==> src/rtl/audio_i2s_tx_if.sv <==
// Sample-pair handshake between an audio source and the I2S transmitter.
interface audio_i2s_tx_if #(
  parameter int unsigned AUDIO_DW = 16
) ();
  logic [AUDIO_DW-1:0] sample_l;
  logic [AUDIO_DW-1:0] sample_r;
  logic                sample_valid;
  logic                sample_ready;

  modport master (
    output sample_l,
    output sample_r,
    output sample_valid,
    input  sample_ready
  );

  modport slave (
    input  sample_l,
    input  sample_r,
    input  sample_valid,
    output sample_ready
  );
endinterface

==> src/rtl/audio_i2s_tx.sv <==
// I2S / left-justified serial audio transmitter with a one-pair holding buffer,
// frame-boundary mute and underrun signalling.
module audio_i2s_tx #(
  parameter int unsigned AUDIO_DW  = 16,
  parameter int unsigned SLOT_BITS = 32,
  parameter int unsigned CLK_DIV   = 8,
  parameter int unsigned FMT       = 0
) (
  input  logic          clk,
  input  logic          reset_n,
  audio_i2s_tx_if.slave smp,
  input  logic          mute,
  output logic          underrun,
  output logic          I2S_BCK,
  output logic          I2S_LRCK,
  output logic          I2S_DATA
);

  localparam int unsigned CNT_W    = $clog2(2 * SLOT_BITS);
  localparam int unsigned DIV_W    = (CLK_DIV > 1) ? $clog2(CLK_DIV) : 1;
  localparam int unsigned LAST_BIT = 2 * SLOT_BITS - 1;
  localparam int unsigned MSB_OFF  = (FMT == 0) ? 1 : 0;

  logic [DIV_W-1:0]    div_q, div_d;
  logic                bck_q, bck_d;
  logic [CNT_W-1:0]    bit_q, bit_d;
  logic                lrck_q, lrck_d;
  logic                data_q, data_d;
  logic                underrun_q, underrun_d;
  logic                hold_full_q, hold_full_d;
  logic [AUDIO_DW-1:0] hold_l_q, hold_l_d;
  logic [AUDIO_DW-1:0] hold_r_q, hold_r_d;
  logic [AUDIO_DW-1:0] word_l_q, word_l_d;
  logic [AUDIO_DW-1:0] word_r_q, word_r_d;

  logic                tick;
  logic                fall;
  logic                frame_start;
  logic                accept;
  logic [CNT_W-1:0]    pos;
  logic [CNT_W-1:0]    idx;
  logic                in_range;
  logic [AUDIO_DW-1:0] active_word;
  logic [AUDIO_DW-1:0] shifted;

  // State register; reset aborts any frame in flight and drops the buffered pair.
  always_ff @(posedge clk) begin
    if (!reset_n) begin
      div_q       <= '0;
      bck_q       <= 1'b0;
      bit_q       <= '0;
      lrck_q      <= 1'b0;
      data_q      <= 1'b0;
      underrun_q  <= 1'b0;
      hold_full_q <= 1'b0;
      hold_l_q    <= '0;
      hold_r_q    <= '0;
      word_l_q    <= '0;
      word_r_q    <= '0;
    end else begin
      div_q       <= div_d;
      bck_q       <= bck_d;
      bit_q       <= bit_d;
      lrck_q      <= lrck_d;
      data_q      <= data_d;
      underrun_q  <= underrun_d;
      hold_full_q <= hold_full_d;
      hold_l_q    <= hold_l_d;
      hold_r_q    <= hold_r_d;
      word_l_q    <= word_l_d;
      word_r_q    <= word_r_d;
    end
  end

  always_comb begin
    div_d       = div_q;
    bck_d       = bck_q;
    bit_d       = bit_q;
    lrck_d      = lrck_q;
    data_d      = data_q;
    hold_full_d = hold_full_q;
    hold_l_d    = hold_l_q;
    hold_r_d    = hold_r_q;
    word_l_d    = word_l_q;
    word_r_d    = word_r_q;
    pos         = '0;
    idx         = '0;
    in_range    = 1'b0;
    active_word = '0;
    shifted     = '0;

    tick        = (div_q == DIV_W'(CLK_DIV - 1));
    fall        = tick && bck_q;
    frame_start = fall && (bit_q == CNT_W'(LAST_BIT));
    accept      = smp.sample_valid && !hold_full_q;
    underrun_d  = frame_start && !hold_full_q;

    div_d = tick ? '0 : div_q + DIV_W'(1);
    if (tick) begin
      bck_d = !bck_q;
    end

    // Frame boundary: take the buffered pair, else keep repeating the last word.
    if (frame_start) begin
      hold_full_d = 1'b0;
      if (hold_full_q) begin
        word_l_d = hold_l_q;
        word_r_d = hold_r_q;
      end
      if (mute) begin
        word_l_d = '0;
        word_r_d = '0;
      end
    end

    if (accept) begin
      hold_l_d    = smp.sample_l;
      hold_r_d    = smp.sample_r;
      hold_full_d = 1'b1;
    end

    // Serial outputs change only with BCK low-going so they are stable at its rise.
    if (fall) begin
      bit_d       = frame_start ? '0 : bit_q + CNT_W'(1);
      lrck_d      = (bit_d >= CNT_W'(SLOT_BITS));
      pos         = lrck_d ? (bit_d - CNT_W'(SLOT_BITS)) : bit_d;
      in_range    = (pos >= CNT_W'(MSB_OFF)) && (pos < CNT_W'(AUDIO_DW + MSB_OFF));
      idx         = CNT_W'(AUDIO_DW - 1 + MSB_OFF) - pos;
      active_word = lrck_d ? word_r_d : word_l_d;
      shifted     = active_word >> idx;
      data_d      = in_range && shifted[0];
    end
  end

  assign smp.sample_ready = !hold_full_q;
  assign underrun         = underrun_q;
  assign I2S_BCK          = bck_q;
  assign I2S_LRCK         = lrck_q;
  assign I2S_DATA         = data_q;

endmodule
==> src/flat_wrapper.sv <==
// flat-port wrapper written by rule: the top's interface ports become plain ports
module audio_i2s_tx_flat 
#(
  parameter int unsigned AUDIO_DW  = 16,
  parameter int unsigned SLOT_BITS = 32,
  parameter int unsigned CLK_DIV   = 8,
  parameter int unsigned FMT       = 0
)
  (clk, reset_n, mute, underrun, I2S_BCK, I2S_LRCK, I2S_DATA, smp_sample_l, smp_sample_r, smp_sample_valid, smp_sample_ready);
  audio_i2s_tx_if #(.AUDIO_DW(AUDIO_DW)) smp_i ();
  input  logic clk;
  input  logic reset_n;
  input  logic mute;
  output logic underrun;
  output logic I2S_BCK;
  output logic I2S_LRCK;
  output logic I2S_DATA;
  input wire logic [$bits(smp_i.sample_l)-1:0] smp_sample_l;
  input wire logic [$bits(smp_i.sample_r)-1:0] smp_sample_r;
  input wire logic [$bits(smp_i.sample_valid)-1:0] smp_sample_valid;
  output wire logic [$bits(smp_i.sample_ready)-1:0] smp_sample_ready;
  assign smp_i.sample_l = smp_sample_l;
  assign smp_i.sample_r = smp_sample_r;
  assign smp_i.sample_valid = smp_sample_valid;
  assign smp_sample_ready = smp_i.sample_ready;
  audio_i2s_tx #(.AUDIO_DW(AUDIO_DW), .SLOT_BITS(SLOT_BITS), .CLK_DIV(CLK_DIV), .FMT(FMT)) u_core (.clk(clk), .reset_n(reset_n), .smp(smp_i), .mute(mute), .underrun(underrun), .I2S_BCK(I2S_BCK), .I2S_LRCK(I2S_LRCK), .I2S_DATA(I2S_DATA));
endmodule
==> config.mk <==
export PLATFORM = sky130hd
export DESIGN_NAME = audio_i2s_tx_flat
export DESIGN_NICKNAME = d
export VERILOG_FILES = /design/src/rtl/audio_i2s_tx_if.sv /design/src/rtl/audio_i2s_tx.sv /design/src/flat_wrapper.sv
export SDC_FILE = /design/constraint.sdc
export NUM_CORES = 1
export LEC_CHECK = 0
export CORE_UTILIZATION = 50
export DETAILED_ROUTE_END_ITERATION = 7
export GPL_TIMING_DRIVEN = 0
export HOLD_SLACK_MARGIN = 0.08
export PLACE_DENSITY = 0.75
export SKIP_CTS_REPAIR_TIMING = 1
export SYNTH_ARGS = -nofsm -noshare
export SYNTH_HDL_FRONTEND = slang
export SYNTH_SLANG_ARGS = --single-unit
==> constraint.sdc <==
create_clock -name clk -period 2.7 [get_ports clk]
set_clock_uncertainty 0.1 [all_clocks]
set_input_delay 0.405 -clock clk [delete_from_list [all_inputs] [get_ports clk]]
set_output_delay 0.405 -clock clk [all_outputs]
set_load 0.02 [all_outputs]
==> results of run 1 <==
[cells by family (layout without fill, tap and decap cells)]
kind of cell,after synthesis,in the layout
AO/OA/AOI/OAI,133,133
flip-flops,78,78
buffers and inverters,41,97
adder cells (fa/ha/maj),5,5
XOR/XNOR,8,8
multiplexers,12,12
AND/OR/NAND/NOR,217,217
[path summary, 6_finish.rpt]
kind | from | to | slack [ns] | cells after the start
max | u_core.div_q[0] | u_core.I2S_DATA | 0.08 | 11
max reg2reg | u_core.div_q[0] | u_core.I2S_DATA | 0.08 | 11
min reg2reg | u_core.div_q[0] | u_core.div_q[0] | 0.34 | 1
min | u_core.div_q[0] | u_core.div_q[0] | 0.34 | 1
[Yosys cell counts (all sizes together), types with 4 or more instances]
library cell  number  area (sq um)
nand2            148           556
o311ai             4          35.0
or3                4          25.0
dfxtp             78          1560
o21ai             19          95.1
clkbuf            26          97.6
a21boi            36           270
nor2              18          72.6
a21oi             42           210
buf               10          68.8
nor2b              4          25.0
mux2i              8          80.1
a211oi             5          37.5
a31oi              5          31.3
and2               7          43.8
nor3               8          40.0
inv                5          18.8
xnor2              6          52.6
nand3              8          52.6
mux2               4          48.8
and3               7          43.8
ha                 5          62.6
[power groups by stage]
stage                     Clock (W)  Sequential [W]  Combinational (W)
final                      0.000911         0.00120           0.000154
after global routing       0.000980         0.00121           0.000173
after CTS                  0.000923         0.00120           0.000152
after detailed placement          0         0.00123           0.000151
after global placement            0         0.00123           0.000148
after floorplan                   0         0.00122          0.0000767
[cell type report]
class / instances / area share
Sequential cell: 78 / 0.337
Timing Repair Buffer: 40 / 0.0851
Buffer: 36 / 0.0372
Tap cell: 99 / 0.0267
Inverter: 5 / 0.00404
Clock buffer: 9 / 0.0267
Clock inverter: 7 / 0.0172
Multi-Input combinational cell: 375 / 0.466
[placed cells by master (no fill, tap or decap), types with 4 or more instances in the layout]
cell type / netlist / routed
xnor2_1: 6 / 6
clkbuf_2: 0 / 5
and2_1: 7 / 7
nor2_1: 16 / 15
mux2i_1: 8 / 8
nor3_1: 8 / 7
clkbuf_1: 26 / 21
a211oi_1: 5 / 5
and3_1: 7 / 7
clkdlybuf4s50_1: 0 / 38
clkinvlp_4: 0 / 4
dfxtp_1: 78 / 76
a21boi_0: 36 / 36
a21oi_1: 42 / 42
nand2_1: 148 / 147
buf_2: 4 / 4
inv_1: 5 / 5
o21ai_0: 19 / 18
nor2b_1: 4 / 4
nand3_1: 7 / 7
a31oi_1: 5 / 5
clkbuf_8: 0 / 9
[flip-flops by register name, summed over array words and instances (netlist names)]
signal	cells
u_core.word_l_q	16
u_core.hold_r_q	16
u_core.underrun	1
u_core.hold_full_q	1
u_core.bit_q	6
u_core.I2S_BCK	1
u_core.div_q	3
u_core.hold_l_q	16
u_core.I2S_DATA	1
u_core.word_r_q	16
u_core.I2S_LRCK	1
[through the flow]
stage	std cells	utilization
3_5_place_dp	631	0.593
3_3_place_gp	631	0.593
6_report	649	0.634
4_1_cts	647	0.621
5_1_grt	649	0.634
2_1_floorplan	494	-
[layer usage]
metal | global-route usage | part of all wire | vias up | routed length (microns)
li1 | - | - | 1807 | -
met1 | 0.393 | 0.45 | 1705 | 4800
met2 | 0.439 | 0.45 | 154 | 4820
met3 | 0.0576 | 0.062 | 28 | 667
met4 | 0.139 | 0.036 | 0 | 384
met5 | 0 | 0 | - | 0
[worst register-to-register path: stages, from the launching register on]
cell and delay [ns]:
dfxtp_2 0.35, ha_4 0.16, ha_4 0.17, and4_4 0.19, buf_6 0.15, or3_4 0.37
o311ai_2 0.10, a311oi_1 0.14, o21ai_1 0.19, o221ai_2 0.13, a2111oi_2 0.38, a21oi_1 0.07
==> impl_metrics.prom, run 1 <==
# TYPE chip_impl_metric gauge
chip_impl_info{name="outcome",value="completed"} 1
chip_impl_metric{name="p_int",unit="W"} 0.00170
chip_impl_metric{name="ys_seq_area_frac",unit=""} 0.406
chip_impl_info{name="crit_start_category",value="register"} 1
chip_impl_metric{name="grt_overflow_total",unit=""} 0
chip_impl_metric{name="layout_worst_path_cycle_share",unit=""} 0.969
chip_impl_metric{name="buffer_ports.inserted",unit=""} 38
chip_impl_metric{name="fmax",unit="MHz"} 382
chip_impl_metric{name="final-seq-area",unit="sq mm"} 0.00156
chip_impl_metric{name="worst_ep_arrival_time",unit="ns"} 2.76
chip_impl_metric{name="cts.clk_slew.worst_paths",unit="ns"} 0.09
chip_impl_info{name="clockRootBuffer",value="clkbuf_8"} 1
chip_impl_metric{name="place_area",unit="sq mm"} 0.00435
chip_impl_metric{name="finalSetupTns",unit="ns"} 0
chip_impl_metric{name="die_w",unit="microns"} 89.7
chip_impl_metric{name="worstPathRequired",unit="ns"} 2.85
chip_impl_metric{name="cpPeakStageDelay",unit="ns"} 0.38
chip_impl_metric{name="detail_route.wl_per_cell",unit="microns"} 16.4
chip_impl_info{name="critical-path-top-cell-by-count",value="ha_4"} 1
chip_impl_metric{name="layout-drive-gt1-share",unit=""} 0.0964
chip_impl_metric{name="antenna_cells",unit=""} 0
chip_impl_metric{name="number_of_antenna_violations_at_the_first_check_in_global_routing",unit=""} 0
chip_impl_metric{name="overall_routed_net_length",unit="microns"} 10700
chip_impl_metric{name="drtPass1Iterations",unit=""} 5
chip_impl_metric{name="detail_route.iter0.violations",unit=""} 304
chip_impl_info{name="synth_top_family_by_area",value="simple AND/OR/NAND/NOR gates"} 1
chip_impl_metric{name="ys_ff_latch",unit=""} 78
chip_impl_info{name="critical_path.cell_chain",value="ha_4 -> ha_4 -> and4_4 -> buf_6 -> or3_4 -> o311ai_2 -> a311oi_1 -> o21ai_1 -> o221ai_2 -> a2111oi_2 -> a21oi_1"} 1
chip_impl_metric{name="routed_vias",unit=""} 3694
chip_impl_metric{name="worstPathMaxFanout",unit=""} 10
chip_impl_metric{name="grt_start_max_net_pins",unit=""} 16
chip_impl_metric{name="clock_latency",unit="ns"} 0.36
chip_impl_metric{name="multi_input_gate_area_in_the_final_layout",unit="sq mm"} 0.00217
chip_impl_metric{name="io_pins",unit=""} 41
chip_impl_metric{name="first_global_vias",unit=""} 3403
chip_impl_info{name="crit_family",value="compound AO/OA/AOI/OAI gates"} 1
chip_impl_metric{name="synth-simple-area-share",unit=""} 0.251
chip_impl_metric{name="power.density_cell_area",unit="mW/mm^2"} 489
chip_impl_metric{name="synthArstFlopShare",unit=""} 0
chip_impl_metric{name="yosys-mux-area-fraction",unit=""} 0.0335
chip_impl_metric{name="slew_headroom",unit=""} 0.656
chip_impl_metric{name="grtUsageTotal",unit=""} 0.289
chip_impl_metric{name="worst_ir_drop_vdd",unit="V"} 0.000334
chip_impl_metric{name="share_comb_of_total_power",unit=""} 0.068
chip_impl_info{name="worst_hold_path_type",value="reg -> reg"} 1
chip_impl_metric{name="setup_viol_count_final",unit=""} 0
chip_impl_metric{name="final_cell_area",unit="sq mm"} 0.00464
chip_impl_metric{name="cts-htree-levels",unit=""} 3
chip_impl_metric{name="share_seq_of_total_power",unit=""} 0.531
chip_impl_metric{name="finalMaxSlewViolations",unit=""} 0
chip_impl_metric{name="total_net_switching_power",unit="W"} 0.000573
chip_impl_metric{name="avgSynthCellArea",unit="sq um"} 7.78
chip_impl_metric{name="power.share.clock",unit=""} 0.401
chip_impl_metric{name="preCtsSetupSlack",unit="ns"} -0.257
chip_impl_metric{name="synthesized_instance_count",unit=""} 494
chip_impl_metric{name="swShare",unit=""} 0.252
chip_impl_metric{name="synth_fa_ha_area_frac",unit=""} 0.0163
chip_impl_metric{name="synthXorXnorAreaFrac",unit=""} 0.0182
chip_impl_metric{name="worst-slew-pin-transition",unit="ns"} 0.516
chip_impl_metric{name="fill_cells",unit=""} 672
chip_impl_metric{name="floorplan.initialDensity",unit=""} 0.524
chip_impl_metric{name="tritoncts_sinks",unit=""} 78
chip_impl_metric{name="timing.final.ws_setup",unit="ns"} 0.0840
chip_impl_info{name="setup.worst_path.class",value="reg -> reg"} 1
chip_impl_metric{name="synth_enable_flop_cells",unit=""} 0
chip_impl_metric{name="fin_nets",unit=""} 586
chip_impl_info{name="ys.flop_type",value="dfxtp_1"} 1
chip_impl_metric{name="number_of_placement_rows",unit=""} 31
chip_impl_info{name="setup_crit_end_kind",value="register"} 1
chip_impl_metric{name="avgViaCountPerCell",unit=""} 5.69
chip_impl_info{name="cts_tree",value="built"} 1
chip_impl_metric{name="total_power",unit="W"} 0.00227
chip_impl_metric{name="synth.cell_area",unit="sq mm"} 0.00384
chip_impl_metric{name="route.antenna.remaining_nets",unit=""} 0
chip_impl_metric{name="synth_nets",unit=""} 535
chip_impl_metric{name="yosys.cell_types.count",unit=""} 53
chip_impl_metric{name="worstPathBufferInverterCount",unit=""} 1
chip_impl_metric{name="floorplan.core_area",unit="sq mm"} 0.00733
chip_impl_metric{name="fin_hold_ws",unit="ns"} 0.345
chip_impl_metric{name="post_detail_place_hpwl",unit="microns"} 7910
chip_impl_metric{name="synthesized_area_fraction_occupied_by_ao_oa_aoi_and_oai_cells",unit=""} 0.226
chip_impl_metric{name="gp_congestion",unit=""} 0.999
chip_impl_metric{name="total_leakage_power",unit="nW"} 1.59
chip_impl_info{name="cell_type_of_the_slowest_stage_on_the_worst_timing_path",value="a2111oi_2"} 1
chip_impl_metric{name="tritoncts.num_buffers",unit=""} 9
chip_impl_metric{name="grt_pass1_wl",unit="microns"} 17200
chip_impl_metric{name="floorplan.die.height",unit="microns"} 89.7
chip_impl_metric{name="clock_tree.buffer_depth",unit=""} 2
chip_impl_metric{name="count_of_max_cap_constraint_violations",unit=""} 0
chip_impl_metric{name="die_area",unit="sq mm"} 0.00804
chip_impl_metric{name="period_needed",unit="ns"} 2.62
chip_impl_metric{name="ys.warnings.count",unit=""} 0
chip_impl_metric{name="timing.final.hold_violations",unit=""} 0
chip_impl_metric{name="area_growth_syn_to_layout",unit="%"} 20.8
chip_impl_metric{name="drt_drc_violations_left",unit=""} 0
Power figures use the tool's default switching activity.
==> inputs of run 2 (changes only) <==
--- a/config.mk
+++ b/config.mk
@@ -14,3 +14,4 @@
 export SYNTH_ARGS = -nofsm -noshare
 export SYNTH_HDL_FRONTEND = slang
 export SYNTH_SLANG_ARGS = --single-unit
+export TNS_END_PERCENT = 5
==> results of run 2 <==
Same layout as run 1: the final DEF is identical, and so are final timing and power.
==> inputs of run 3 (changes only) <==
--- a/config.mk
+++ b/config.mk
@@ -7,10 +7,12 @@
 export LEC_CHECK = 0
 export CORE_UTILIZATION = 50
 export DETAILED_ROUTE_END_ITERATION = 7
+export GPL_ROUTABILITY_DRIVEN = 0
 export GPL_TIMING_DRIVEN = 0
 export HOLD_SLACK_MARGIN = 0.08
-export PLACE_DENSITY = 0.75
+export PLACE_DENSITY = 0.72
 export SKIP_CTS_REPAIR_TIMING = 1
+export SLEW_MARGIN = 20
 export SYNTH_ARGS = -nofsm -noshare
 export SYNTH_HDL_FRONTEND = slang
 export SYNTH_SLANG_ARGS = --single-unit
==> constraint.sdc (replaced) <==
create_clock -name clk -period 2.8 [get_ports clk]
set_clock_uncertainty 0.1 [all_clocks]
set_input_delay 0.42 -clock clk [delete_from_list [all_inputs] [get_ports clk]]
set_output_delay 0.42 -clock clk [all_outputs]
set_load 0.02 [all_outputs]
==> run 3 against run 2 <==
Effect of this change: sequential share of layout area increased by 0.41 points; clock power decreased by 14%; total power fell by 7.9%; non-clock buffer count shrank 2; combinational power is 3% lower; clock-buffer cell count did not move; critical path depth shrank 3; final area fell by 1.3%; cell count decreased by 0.31%; first-iteration DRC count is 12% higher; hold slack lost 0.010 ns; core utilization shrank 0.82 points.
==> impl_metrics.prom, run 3 (synthesis results as in run 1) <==
# TYPE chip_impl_metric gauge
chip_impl_metric{name="worst_ep_arrival_time",unit="ns"} 2.83
chip_impl_metric{name="number_of_placement_rows",unit=""} 31
chip_impl_metric{name="tritoncts.num_buffers",unit=""} 9
chip_impl_metric{name="detail_route.iter0.violations",unit=""} 339
chip_impl_info{name="most-common-layout-cells",value="nand2_1, dfxtp_1, a21oi_1"} 1
chip_impl_metric{name="layout_worst_path_cycle_share",unit=""} 0.958
chip_impl_metric{name="setup_viol_count_final",unit=""} 0
chip_impl_metric{name="layout-drive-gt1-share",unit=""} 0.0785
chip_impl_metric{name="finalMaxSlewViolations",unit=""} 0
chip_impl_metric{name="post_detail_place_hpwl",unit="microns"} 7640
chip_impl_metric{name="clock_latency",unit="ns"} 0.36
chip_impl_info{name="outcome",value="completed"} 1
chip_impl_metric{name="antenna_cells",unit=""} 0
chip_impl_metric{name="final-seq-area",unit="sq mm"} 0.00156
chip_impl_metric{name="met2_usage",unit=""} 0.434
chip_impl_info{name="setup.worst_path.class",value="reg -> reg"} 1
chip_impl_metric{name="fmax",unit="MHz"} 373
chip_impl_metric{name="finalSetupTns",unit="ns"} 0
chip_impl_info{name="end_of_the_critical_path",value="u_core.I2S_DATA"} 1
chip_impl_metric{name="route.antenna.remaining_nets",unit=""} 0
chip_impl_metric{name="worstPathRequired",unit="ns"} 2.94
chip_impl_metric{name="fill_cells",unit=""} 656
chip_impl_info{name="setup_crit_end_kind",value="register"} 1
chip_impl_metric{name="grt_overflow_total",unit=""} 0
chip_impl_metric{name="count_of_max_cap_constraint_violations",unit=""} 0
chip_impl_metric{name="drtPass1Iterations",unit=""} 5
chip_impl_metric{name="grtUsageMet1",unit=""} 0.362
chip_impl_metric{name="cts.clk_slew.worst_paths",unit="ns"} 0.08
chip_impl_metric{name="grtUsageTotal",unit=""} 0.277
chip_impl_metric{name="die_area",unit="sq mm"} 0.00804
chip_impl_metric{name="floorplan.core_area",unit="sq mm"} 0.00733
chip_impl_metric{name="avgViaCountPerCell",unit=""} 5.79
chip_impl_metric{name="fin_nets",unit=""} 584
chip_impl_info{name="busiest_layer",value="met2"} 1
chip_impl_info{name="regToRegStartpoint",value="u_core.bit_q[1]"} 1
chip_impl_metric{name="drt_drc_violations_left",unit=""} 0
chip_impl_metric{name="overall_routed_net_length",unit="microns"} 10400
chip_impl_metric{name="worst_ir_drop_vdd",unit="V"} 0.000395
chip_impl_metric{name="cts-htree-levels",unit=""} 3
chip_impl_info{name="worst_r2r_endpoint",value="u_core.I2S_DATA"} 1
chip_impl_metric{name="grt_pass1_wl",unit="microns"} 16500
chip_impl_info{name="clockRootBuffer",value="clkbuf_8"} 1
chip_impl_metric{name="first_global_vias",unit=""} 3368
chip_impl_metric{name="buffer_ports.inserted",unit=""} 38
chip_impl_metric{name="total_leakage_power",unit="nW"} 1.57
chip_impl_metric{name="slew_headroom",unit=""} 0.662
chip_impl_metric{name="timing.final.hold_violations",unit=""} 0
chip_impl_metric{name="io_pins",unit=""} 41
chip_impl_metric{name="tritoncts_sinks",unit=""} 78
chip_impl_metric{name="grt_start_max_net_pins",unit=""} 16
chip_impl_metric{name="detail_route.wl_per_cell",unit="microns"} 16.1
chip_impl_metric{name="gr-usage-met3",unit=""} 0.0475
chip_impl_info{name="critical_path.startpoint",value="u_core.bit_q[1]"} 1
chip_impl_metric{name="clock_tree.buffer_depth",unit=""} 2
chip_impl_metric{name="fin_hold_ws",unit="ns"} 0.334
chip_impl_metric{name="routed_vias",unit=""} 3743
chip_impl_info{name="layout.cells.most_common",value="nand2_1"} 1
chip_impl_info{name="cts_tree",value="built"} 1
chip_impl_metric{name="die_w",unit="microns"} 89.7
chip_impl_metric{name="regToRegSetupSlack",unit="ns"} 0.12
chip_impl_metric{name="floorplan.initialDensity",unit=""} 0.524
chip_impl_info{name="grt_setup_unrepaired",value="no"} 1
chip_impl_metric{name="floorplan.die.height",unit="microns"} 89.7
chip_impl_metric{name="worst-slew-pin-transition",unit="ns"} 0.507
chip_impl_metric{name="area_growth_syn_to_layout",unit="%"} 19.3
chip_impl_metric{name="period_needed",unit="ns"} 2.68
chip_impl_metric{name="power.density_cell_area",unit="mW/mm^2"} 456
chip_impl_metric{name="multi_input_gate_area_in_the_final_layout",unit="sq mm"} 0.00215
chip_impl_info{name="worst_hold_path_type",value="reg -> reg"} 1
chip_impl_metric{name="number_of_antenna_violations_at_the_first_check_in_global_routing",unit=""} 0
chip_impl_info{name="crit_start_category",value="register"} 1
chip_impl_metric{name="worstRegToRegCells",unit=""} 8
chip_impl_metric{name="worstPathMaxFanout",unit=""} 9
[run 3: cell count changes in the layout (fill, tap and decap cells not counted), sizes merged]
cell / before / now
clkinvlp: 4 / 3
clkbuf: 35 / 34
clkinv: 0 / 2
buf: 12 / 11
bufinv: 1 / 0
[run 3: cell type report]
class                   count  share of cell area
multi-input cells         375               0.469
clock inverters             7              0.0123
clock buffers               9              0.0270
repair buffers             38              0.0830
flip-flops and latches     78               0.341
well taps                  99              0.0270
plain buffers              36              0.0366
inverters                   5             0.00409
[run 3: per-layer routing]
metal  share of wire  vias up
met3           0.067       35
li1                -     1800
met4           0.045        0
met2            0.45      178
met1            0.44     1730
met5               0        -
[run 3: how the worst min path moves through the flow]
stage,from,cells past startpoint,slack [ns],end
2_1_floorplan,u_core.div_q[0],1,0.30,u_core.div_q[0]
3_3_place_gp,u_core.div_q[0],1,0.31,u_core.div_q[0]
3_5_place_dp,u_core.div_q[0],1,0.33,u_core.div_q[0]
4_1_cts,u_core.div_q[0],1,0.34,u_core.div_q[0]
5_1_grt,u_core.div_q[0],1,0.35,u_core.div_q[0]
6_report,u_core.div_q[0],1,0.33,u_core.div_q[0]
[run 3: report_power, final]
| part | switching [W] | internal (W) |
|---|---|---|
| combinational | 0.0000736 | 0.0000749 |
| sequential | 0.0000224 | 0.00114 |
| clock | 0.000449 | 0.000330 |
| total | 0.000546 | 0.00154 |
[run 3: worst max-delay path, cell delays in order (launching register included)]
cell and delay [ns]:
dfxtp_1 0.48, ha_4 0.24, nand4_4 0.18, nor2_2 0.32, nand2_1 0.28, a31oi_1 0.34
o221ai_2 0.15, a2111oi_2 0.39, a21oi_1 0.07
[run 3: metrics by stage]
step                cell area (sq um)  setup WS (ns)  total power, W  utilization  cells
floorplan                        3840          0.285         0.00125            -    494
global placement                 4350        -0.0797         0.00133        0.593    631
detailed placement               4350        -0.0654         0.00133        0.593    631
CTS                              4530        -0.0948         0.00210        0.618    647
global route                     4580         0.0137         0.00218        0.625    647
finish                           4580          0.117         0.00209        0.625    647
